<file path="config.mk">
export PLATFORM = sky130hd
export DESIGN_NAME = mem_arbiter
export DESIGN_NICKNAME = d
export VERILOG_FILES = /design/src/rtl/mem_arbiter.sv
export SDC_FILE = /design/constraint.sdc
export NUM_CORES = 1
export LEC_CHECK = 0
export ABC_AREA = 1
export BUFFER_PORTS_ARGS = -buffer_cell sky130_fd_sc_hd__buf_2
export CAP_MARGIN = 20
export CORE_ASPECT_RATIO = 1.4
export CORE_MARGIN = 10
export CORE_UTILIZATION = 27
export CTS_CLUSTER_SIZE = 30
export DETAILED_ROUTE_END_ITERATION = 12
export PLACE_DENSITY = 0.79
export SETUP_SLACK_MARGIN = 0.1
export SYNTH_ARGS = -nofsm -noshare
export SYNTH_HDL_FRONTEND = slang
export SYNTH_SLANG_ARGS = --single-unit
</file>
<file path="constraint.sdc">
create_clock -name clk -period 0.8 [get_ports clk]
set_input_delay 0 -clock clk [delete_from_list [all_inputs] [get_ports clk]]
set_output_delay 0 -clock clk [all_outputs]
set_load 0.05 [all_outputs]
</file>
<file path="src/rtl/mem_arbiter.sv">
// Arbitrates a fetch read port and a data read/write port onto one single-port synchronous RAM.
// Latency: grant is combinational in the request cycle; read data returns one cycle after the grant.
// Backpressure: a requester holds req/addr/we/wdata until gnt; one RAM access issues per cycle.
// Optional feature macro: ROUND_ROBIN_EN (alternate priority on conflict; otherwise data port always wins).
module mem_arbiter #(
    parameter int ADDR_W = 16,
    parameter int DATA_W = 16
) (
    input  logic              clk,
    input  logic              rst,
    input  logic              f_req,
    input  logic [ADDR_W-1:0] f_addr,
    output logic              f_gnt,
    output logic              f_rvalid,
    output logic [DATA_W-1:0] f_rdata,
    input  logic              d_req,
    input  logic              d_we,
    input  logic [ADDR_W-1:0] d_addr,
    input  logic [DATA_W-1:0] d_wdata,
    output logic              d_gnt,
    output logic              d_rvalid,
    output logic [DATA_W-1:0] d_rdata,
    output logic              mem_we,
    output logic [ADDR_W-1:0] mem_addr,
    output logic [DATA_W-1:0] mem_wdata,
    input  logic [DATA_W-1:0] mem_rdata
);

    // RD_F / RD_D mark that the RAM output in this cycle belongs to that port.
    typedef enum logic [1:0] {
        IDLE = 2'd0,
        RD_F = 2'd1,
        RD_D = 2'd2
    } state_t;

    state_t state;
    state_t state_nxt;
    logic   prefer_d;

`ifdef ROUND_ROBIN_EN
    // ptr = 0: data port wins the next conflict; ptr = 1: fetch port wins.
    logic ptr;
    logic ptr_nxt;

    // Pointer remembers which port was granted last; reset leaves data preferred.
    always_ff @(posedge clk or posedge rst) begin
        if (rst) begin
            ptr <= 1'b0;
        end else begin
            ptr <= ptr_nxt;
        end
    end

    assign prefer_d = ~ptr;
`else
    assign prefer_d = 1'b1;
`endif

    // State register: an in-flight read is dropped asynchronously by reset.
    always_ff @(posedge clk or posedge rst) begin
        if (rst) begin
            state <= IDLE;
        end else begin
            state <= state_nxt;
        end
    end

    // Grant selection, RAM command and next state; a new grant is allowed in every state.
    always_comb begin
        f_gnt     = 1'b0;
        d_gnt     = 1'b0;
        mem_we    = 1'b0;
        mem_addr  = '0;
        mem_wdata = '0;
        state_nxt = IDLE;
`ifdef ROUND_ROBIN_EN
        ptr_nxt   = ptr;
`endif
        if (!rst) begin
            if (d_req && (!f_req || prefer_d)) begin
                d_gnt    = 1'b1;
                mem_addr = d_addr;
`ifdef ROUND_ROBIN_EN
                ptr_nxt  = 1'b1;
`endif
                if (d_we) begin
                    mem_we    = 1'b1;
                    mem_wdata = d_wdata;
                end else begin
                    state_nxt = RD_D;
                end
            end else if (f_req) begin
                f_gnt     = 1'b1;
                mem_addr  = f_addr;
                state_nxt = RD_F;
`ifdef ROUND_ROBIN_EN
                ptr_nxt   = 1'b0;
`endif
            end
        end
    end

    // Response side: the registered RAM output is routed straight through, qualified by state.
    always_comb begin
        f_rvalid = (state == RD_F);
        d_rvalid = (state == RD_D);
        f_rdata  = mem_rdata;
        d_rdata  = mem_rdata;
    end

endmodule

</file>
# Yosys cells after proc, flatten, opt, wreduce, memory -nomap -nowiden
# Cells that the tools add are included.
# W data, S select, Z words.
dict set report totals {
  word_cells 21
  out_inout_bits 69
  reg_bits 2
  input_bits 69
}
dict set report classes {
  muxes 18
  eq_ne 2
}
# cell count
set ops {}
lappend ops {{$mux W16} 6}
lappend ops {{$mux W1} 9}
lappend ops {{$mux W2} 3}
lappend ops {{$eq A2 B1 Y1 const B} 1}
lappend ops {{$eq A2 B2 Y1 const B} 1}

# Logic depth before layout (Yosys ltp)
# Gate-level depths: netlist of run 1.
dict set report depth {
  ltp_word 3
  ltp_mapped 6
  depth_no_buf 4
}

# Worst setup path before layout of run 1
# Ideal clock, no wire load.
dict set report synth_path {
  kind {input to register}
  start {in f_req}
  end {reg state[0]}
  required_ns 0.597
  arrival_time_ns 1.063
  path_slack_ns -0.466
  setup_ns 0.203
  path_buffers 2
  cell_stages 4
  path_cell_list {buf_2 buf_2 nand2_1 nor2_1}
}
dict set report synth_between {
  elab_chain_len 3
}
# item line
set synth_rtl {}
lappend synth_rtl {{start, declared} 11} ;# input logic f_req,
lappend synth_rtl {{$mux W1} 92} ;# end else if (f_req) begin
lappend synth_rtl {{$mux W2} 80} ;# if (d_req && (!f_req || prefer_d)) begin
lappend synth_rtl {{$mux W2} 79} ;# if (!rst) begin
lappend synth_rtl {{end signal, assigned} 64} ;# state <= state_nxt;
lappend synth_rtl {{end, declared} 36} ;# state_t state;
# No other way between the ends.

# Final worst setup path of run 1
dict set report layout_path {
  start {reg state[1]}
  end {out d_rvalid}
}
dict set report layout_between {
  elab_chain_len 1
}
# item line
set layout_rtl {}
lappend layout_rtl {{$eq A2 B2 Y1} 106} ;# d_rvalid = (state == RD_D);
lappend layout_rtl {{end, declared} 21} ;# output logic d_rvalid,
# No other way between the ends.

==> results of run 1 <==
==> Yosys cell counts <==
| cell | instances |
|---|---|
| inv_1 | 2 |
| nor2_4 | 2 |
| buf_2 | 7 |
| dfrtp_1 | 2 |
| nor2_1 | 20 |
| buf_4 | 33 |
| nor3_1 | 1 |
| inv_2 | 1 |
| inv_4 | 1 |
| buf_6 | 2 |
| nand2_1 | 34 |
| nand3_1 | 32 |
==> worst max-delay path by stage <==
stage / end / slack [ns]
5_1_grt: f_rvalid / -0.26
3_3_place_gp: mem_addr[10] / -0.17
4_1_cts: d_rvalid / -0.14
6_report: d_rvalid / -0.22
3_5_place_dp: mem_addr[10] / -0.20
2_1_floorplan: mem_wdata[1] / -0.05
==> area by class of cell <==
cell class,count,share of cell area
repair buffers,110,0.4980
multi-input cells,89,0.4365
flip-flops and latches,2,0.02259
well taps,36,0.02033
inverters,4,0.01242
clock buffers,3,0.01016
==> timing repair <==
item | 4_1_cts | 5_1_grt
gates resized for setup | 127 | 35
buffers inserted | 3 | 3
pin swaps | 14 | 20
endpoints found under the setup margin | 37 | 32
hold endpoints to repair | 2 | 0
hold buffers | 1 | 0
cloned | 1 | 2
==> worst max-delay path, delay by kind of cell, from the launching register on <==
kind | cells | cell delay (ns)
flip-flops | 1 | 0.42
AND/OR/NAND/NOR | 1 | 0.11
buffers and inverters | 2 | 0.23
==> power by group <==
| part | internal (mW) | total (mW) | switching, mW |
|---|---|---|---|
| Sequential | 0.105 | 0.111 | 0.00595 |
| Combinational | 0.577 | 1.34 | 0.759 |
| Clock | 0.171 | 0.302 | 0.131 |
| Total | 0.853 | 1.75 | 0.896 |
==> stage by stage <==
stage	cells	power [mW]
5_1_grt	244	1.836
4_1_cts	239	1.531
3_3_place_gp	231	0.9983
3_5_place_dp	231	1.009
2_1_floorplan	137	1.157
6_report	244	1.749
==> metal layers <==
| metal | routed length [um] | GRT usage |
|---|---|---|
| met1 | 1543 | 0.1377 |
| met2 | 2840 | 0.2742 |
| met3 | 663 | 0.09409 |
| met4 | 288 | 0.09922 |
| met5 | 0 | 0 |
==> cell families after synthesis <==
group	count (synthesis)	synth area share
AND/OR/NAND/NOR	89	0.5115
flip-flops	2	0.06558
buffers and inverters	46	0.4230
==> qor.csv, run 1 <==
metric;value;unit
status;complete, but fails checks;
failing checks;negative setup slack;
row count;22;
Worst-path clk slew;0.04;ns
vias per cell;4.787;
area share of the largest cell type after synthesis;0.3246;
slowest CP cell;dfrtp_1;
final wirelength;5336;um
grt ovf;0;
most frequent cells in the layout;buf_2, buf_8, nand3_4, nand2_4, nor2_4;
Max Slew Vio Count;0;
Yosys top cell by area;buf_4;
Min-Delay Endpoint;d_rdata[2];
Least-Margin Pin Slew;0.2339;ns
H-tree Lvls;1;
total I/O pin count;138;
max cap viols;0;
drt pass-1 iters;4;
CTS buffer count;3;
CTS root buf;clkbuf_4;
Max transition margin;0.8429;
fmax;977.7;MHz
via count;1168;
WP data required;0.80;ns
RSZ-0062 raised after global routing;yes;
core footprint;2670;um2
Peak VDD IR;0.0006523;V
hold_sp;mem_rdata[2];
DPL Wire Length;3164;um
Final Cycle Share;1.279;
clk sinks;2;
Layout Area Growth over Synthesis;190.3;%
antenna cells;0;
CP peak stage delay;0.42;ns
synth unique cells;12;
CP Max Fanout;2;
Setup CP Type;flop to primary output;
first-pass GRT wire length;6900;um
Synth area leaders;buf_4, nand3_1, nand2_1;
final design utilization;0.8299;
share of cells above drive strength 1;0.9038;
DRC viols;0;
pre-CTS setup slack;-0.2042;ns
DRT antenna net count;0;
Die Span Y;82.91;um
Worst EP arrival;1.02;ns
Tightest Hold Check Type;primary input to primary output;
syn_area_per_cell;5.571;um2
Min-Delay Path Depth;0;
final setup violation count;19;
net count after synthesis;206;
crit end category;primary output;
wire length per cell;21.87;um
most common library cell in the layout ignoring fill and taps;buf_2;
gpl congestion;0.7372;
1st-iter DRT viols;26;
full die area;5384;um2
Ys Warns;0;
Initial Utilization;0.2858;
area occupied by multi-input gates;967.2;um2
Hold WS;0.00002817;ns
Longest Clk Path Bufs;2;
Top reg by flops;state;
initial antenna violation count;0;
Die Width;64.94;um
Cell Area, Synth;763.2;um2
FF+latch area;50.05;um2
final worst slack;-0.2228;ns
Startpoint Class;flop;
Buffers on Ports;89;
Final nets;279;
post-synthesis cell count;137;
min Tclk post-route;1.023;ns
PwrDens;789.2;nW/um2
CTS tree;built;
sequential element share of the synthesized area;0.06557;
leakage power;0.9801;nW
Cell Chain, Critical Path;inv_2 -> nor2_4 -> buf_8;
Largest register FFs;2;
DP Area;1423;um2
largest net degree at the start of global routing;19;
final instance area;2216;um2
GRT Util Overall;0.1607;
via count of the first global-routing pass;1240;
Yosys reg bits;2;
Worst Setup SP;state[1];
# fillers;159;
Hold Vio Cnt, Final;0;
biggest regs;state: 2 flops;
TNS Setup;-1.510;ns
Note: power is estimated with default switching activity, not from simulation.
==> run 2, diff against run 1 <==
--- a/config.mk
+++ b/config.mk
@@ -6,14 +6,13 @@
 export NUM_CORES = 1
 export LEC_CHECK = 0
 export ABC_AREA = 1
-export BUFFER_PORTS_ARGS = -buffer_cell sky130_fd_sc_hd__buf_2
 export CAP_MARGIN = 20
 export CORE_ASPECT_RATIO = 1.4
 export CORE_MARGIN = 10
-export CORE_UTILIZATION = 27
+export CORE_UTILIZATION = 32
 export CTS_CLUSTER_SIZE = 30
 export DETAILED_ROUTE_END_ITERATION = 12
-export PLACE_DENSITY = 0.79
+export DONT_BUFFER_PORTS = 1
 export SETUP_SLACK_MARGIN = 0.1
 export SYNTH_ARGS = -nofsm -noshare
 export SYNTH_HDL_FRONTEND = slang
==> run 2 against run 1 <==
The run ends with negative hold slack, negative setup slack left. Utilization down 35 points. Largest power group unchanged. Critical path type unchanged. Critical path depth unchanged. Sequential cell count unchanged. First-iteration DRC count up 19%. Worst hold slack worse by 0.11 ns. Routed wire length down 47%. Fmax up 9.9%. Highest routed layer unchanged.
==> qor.csv, run 2 (synthesis gave the netlist of run 1 again) <==
metric;value;unit
status;complete, but fails checks;
failing checks;negative hold slack, negative setup slack;
leakage power;0.4488;nW
Final Cycle Share;1.164;
biggest regs;state: 2 flops;
Die Span Y;77.79;um
most common library cell in the layout ignoring fill and taps;nand3_1;
Startpoint Class;flop;
Max Slew Vio Count;0;
most frequent cells in the layout;nand3_1, nor2_4, nand2_4, buf_4, nand2_1;
PwrDens;911.7;nW/um2
Peak VDD IR;0.0006350;V
Initial Utilization;0.3427;
full die area;4766;um2
Largest register FFs;2;
gpl congestion;0.7154;
Hold WS;-0.1062;ns
crit end category;primary output;
first-pass GRT wire length;4181;um
max cap viols;0;
Setup CP Type;flop to primary output;
Cell Chain, Critical Path;inv_2 -> nor2_4 -> buf_12;
Tightest Hold Check Type;primary input to flop;
final instance area;1074;um2
H-tree Lvls;1;
CTS tree;built;
Worst EP arrival;0.93;ns
Buffers on Ports;0;
grt ovf;0;
RSZ-0062 raised after global routing;yes;
clk sinks;2;
Final nets;189;
final wirelength;2849;um
CP Max Fanout;2;
initial antenna violation count;0;
Max transition margin;0.7690;
DRT antenna net count;0;
total I/O pin count;138;
share of cells above drive strength 1;0.6017;
DP Area;999.7;um2
CTS buffer count;3;
Die Width;61.28;um
row count;20;
Least-Margin Pin Slew;0.3458;ns
vias per cell;5.671;
DPL Wire Length;2383;um
Worst-path clk slew;0.03;ns
drt pass-1 iters;4;
slowest CP cell;dfrtp_1;
via count;794;
Longest Clk Path Bufs;2;
pre-CTS setup slack;0.03861;ns
Layout Area Growth over Synthesis;40.66;%
Top reg by flops;state;
min Tclk post-route;0.9310;ns
final setup violation count;2;
CP peak stage delay;0.39;ns
wire length per cell;20.35;um
final worst slack;-0.1310;ns
# fillers;214;
antenna cells;0;
CTS root buf;clkbuf_4;
DRC viols;0;
core footprint;2227;um2
Hold Vio Cnt, Final;2;
fmax;1074;MHz
1st-iter DRT viols;31;
via count of the first global-routing pass;809;
WP data required;0.80;ns
largest net degree at the start of global routing;21;
GRT Util Overall;0.1119;
[run 2: repair_timing]
action                                  4_1_cts  5_1_grt
hold buffers                                  2        1
pin swaps                                     1        1
endpoints found under the hold margin         4        4
gates resized for setup                       1        3
setup buffers                                 2        0
endpoints found under the setup margin       18        4
[run 2: routing by layer]
metal / up-vias / global-route usage / wire length [um]
met4: 0 / 0.04128 / 25
met3: 8 / 0.09283 / 545
li1: 362 / - / -
met1: 358 / 0.1030 / 805
met5: - / 0 / 0
met2: 66 / 0.1759 / 1473
[run 2: worst paths after layout]
| path | start | end | slack, ns | depth (start not counted) |
|---|---|---|---|---|
| min in group asynchronous | rst | state[1] | 0.39 | 3 |
| setup / recovery | state[0] | f_rvalid | -0.13 | 3 |
| hold / removal | d_req | state[1] | -0.11 | 2 |
| max in group asynchronous | rst | state[0] | 0.31 | 3 |
[run 2: final cells by class]
class                   count  area [um2]  share of cell area
flip-flops and latches      2       50.05             0.04662
repair buffers             20       226.5              0.2110
inverters                   4       20.02             0.01865
clock buffers               3       22.52             0.02098
multi-input cells          89       726.9              0.6772
well taps                  22       27.53             0.02564
[run 2: worst max-delay path, delay by kind of cell, from the launching register on]
family,cells,cell delay (ns)
and+or+nand+nor,1,0.12
buffers and inverters,2,0.20
DFF,1,0.39
[run 2: where the power goes]
part | total [mW] | switching (mW) | internal, mW | leakage (nW)
registers | 0.110 | 0.00457 | 0.106 | 0.0269
clock network | 0.226 | 0.0604 | 0.166 | 0.0138
logic | 0.642 | 0.454 | 0.188 | 0.408
total | 0.979 | 0.519 | 0.460 | 0.449
[run 2: metrics by stage]
| stage | power, mW | cells | hold WS [ns] | TNS, ns | utilization |
|---|---|---|---|---|---|
| 2_1_floorplan | 1.157 | 137 | 0.02440 | -0.3095 | - |
| 3_3_place_gp | 0.7263 | 132 | -0.2654 | 0 | 0.4489 |
| 3_5_place_dp | 0.7331 | 132 | -0.2607 | 0 | 0.4489 |
| 4_1_cts | 0.9928 | 139 | -0.1105 | -0.4066 | 0.4747 |
| 5_1_grt | 1.043 | 140 | -0.1057 | -0.3210 | 0.4820 |
| 6_report | 0.9787 | 140 | -0.1062 | -0.2458 | 0.4820 |
==> run 3, diff against run 2 <==
--- a/config.mk
+++ b/config.mk
@@ -10,9 +10,11 @@
 export CORE_ASPECT_RATIO = 1.4
 export CORE_MARGIN = 10
 export CORE_UTILIZATION = 32
+export CTS_BUF_LIST = sky130_fd_sc_hd__clkbuf_4 sky130_fd_sc_hd__clkbuf_8 sky130_fd_sc_hd__clkbuf_16
 export CTS_CLUSTER_SIZE = 30
 export DETAILED_ROUTE_END_ITERATION = 12
 export DONT_BUFFER_PORTS = 1
+export RECOVER_POWER = 50
 export SETUP_SLACK_MARGIN = 0.1
 export SYNTH_ARGS = -nofsm -noshare
 export SYNTH_HDL_FRONTEND = slang
==> run 3 against run 2 <==
The flow still finishes with violations (negative hold slack, negative setup slack). Count of clock-buffer cells in the layout is the same. Non-clock buffer count is the same. Cell area is 1.5% lower. Combinational power down 1%. Sequential share of layout area is 0.072 points higher. Largest cell class unchanged. Largest power group unchanged.
==> qor.csv, run 3 (synthesis gave the netlist of run 1 again) <==
metric;value;unit
CTS buffer count;3;
initial antenna violation count;0;
Final Cycle Share;1.164;
clk sinks;2;
Final nets;189;
DRC viols;0;
final wirelength;2853;um
leakage power;0.4438;nW
Worst EP arrival;0.93;ns
Die Width;61.28;um
Least-Margin Pin Slew;0.5963;ns
failing checks;negative hold slack, negative setup slack;
RSZ-0062 raised after global routing;yes;
vias per cell;5.643;
Startpoint Class;flop;
most frequent cells in the layout;nand3_1, nor2_4, nand2_4, buf_4, nand2_1;
largest net degree at the start of global routing;21;
Sw Ratio;0.5303;
Die Span Y;77.79;um
TNS Setup;-0.2464;ns
Buffers on Ports;0;
CTS root buf;clkbuf_4;
fmax;1074;MHz
via count of the first global-routing pass;809;
grt ovf;0;
final setup violation count;2;
crit end category;primary output;
CP Max Fanout;2;
Hold WS;-0.1064;ns
H-tree Lvls;1;
Setup CP Type;flop to primary output;
gpl congestion;0.7154;
Layout Area Growth over Synthesis;38.52;%
biggest regs;state: 2 flops;
Max transition margin;0.6042;
Placed Cells;132;
min Tclk post-route;0.9315;ns
GRT Util Overall;0.1119;
total I/O pin count;138;
first-pass GRT wire length;4181;um
Sequential Power Share;0.114;
Peak VDD IR;0.0006361;V
full die area;4766;um2
Tightest Hold Check Type;primary input to flop;
row count;20;
DRT antenna net count;0;
DPL Wire Length;2383;um
wire length per cell;20.38;um
WP data required;0.80;ns
most common library cell in the layout ignoring fill and taps;nand3_1;
Largest register FFs;2;
via count;790;
share of cells above drive strength 1;0.5847;
Initial Utilization;0.3427;
Max Slew Vio Count;0;
Top reg by flops;state;
antenna cells;0;
Clk pwr share;0.233;
drt pass-1 iters;4;
status;complete, but fails checks;
core footprint;2227;um2
PwrDens;919.8;nW/um2
Logic pwr share;0.653;
Hold Vio Cnt, Final;2;
Worst-path clk slew;0.03;ns
Non-Filler Instances;140;
Longest Clk Path Bufs;2;
max cap viols;0;
final worst slack;-0.1315;ns
1st-iter DRT viols;32;
Net Sw Power;515.7;uW
internal power;456.7;uW
CTS tree;built;
## run 3: cell count changes in the layout (fill, tap and decap cells not counted), sizes merged
cell    change
buf         -1
clkbuf      +1
## run 3: through the flow
stage	total power [mW]	utilization	worst slack, ns	cell area, um2	hold WS [ns]
floorplan	1.157	-	-0.05197	1137	0.02440
global route	1.036	0.4747	-0.1610	1057	-0.1057
detailed placement	0.7331	0.4489	0.03861	999.7	-0.2607
finish	0.9724	0.4747	-0.1315	1057	-0.1064
global placement	0.7263	0.4489	0.07711	999.7	-0.2654
CTS	0.9928	0.4747	-0.1383	1057	-0.1105
## run 3: path summary, 6_finish.rpt
kind | startpoint | endpoint | cells past startpoint
hold / removal | d_req | state[1] | 2
setup / recovery | state[0] | f_rvalid | 3
min in group asynchronous | rst | state[1] | 3
max in group asynchronous | rst | state[0] | 3
## run 3: layer usage
metal	vias to the layer above	share of wire	global-route usage
li1	362	-	-
met4	0	0.0088	0.04128
met2	66	0.51	0.1759
met5	-	0	0
met1	354	0.29	0.1030
met3	8	0.19	0.09283
## run 3: critical path, stage by stage (launching register included)
cell,delay [ns]
dfrtp_1,0.39
inv_2,0.06
nor2_4,0.12
buf_12,0.14
## run 3: cell type report
cell class,count,area (um2)
fill,215,1170
multi-input combinational,89,714.4
sequential,2,50.05
clock buffer,3,22.52
inverter,4,20.02
tap,22,27.53
timing repair buffer,20,222.7
## run 3: what timing repair did
item	4_1_cts	5_1_grt
hold endpoints to repair	4	4
hold buffers	2	1
pin swaps	1	1
gates resized for setup	1	3
endpoints found under the setup margin	18	4
setup buffers	2	0
## run 3: power groups by stage
stage	Clock (mW)	Sequential (mW)	Combinational, mW
detailed placement	0	0.111	0.622
CTS	0.241	0.110	0.642
floorplan	0	0.110	1.05
global placement	0	0.111	0.616
finish	0.227	0.110	0.635
global route	0.258	0.111	0.668
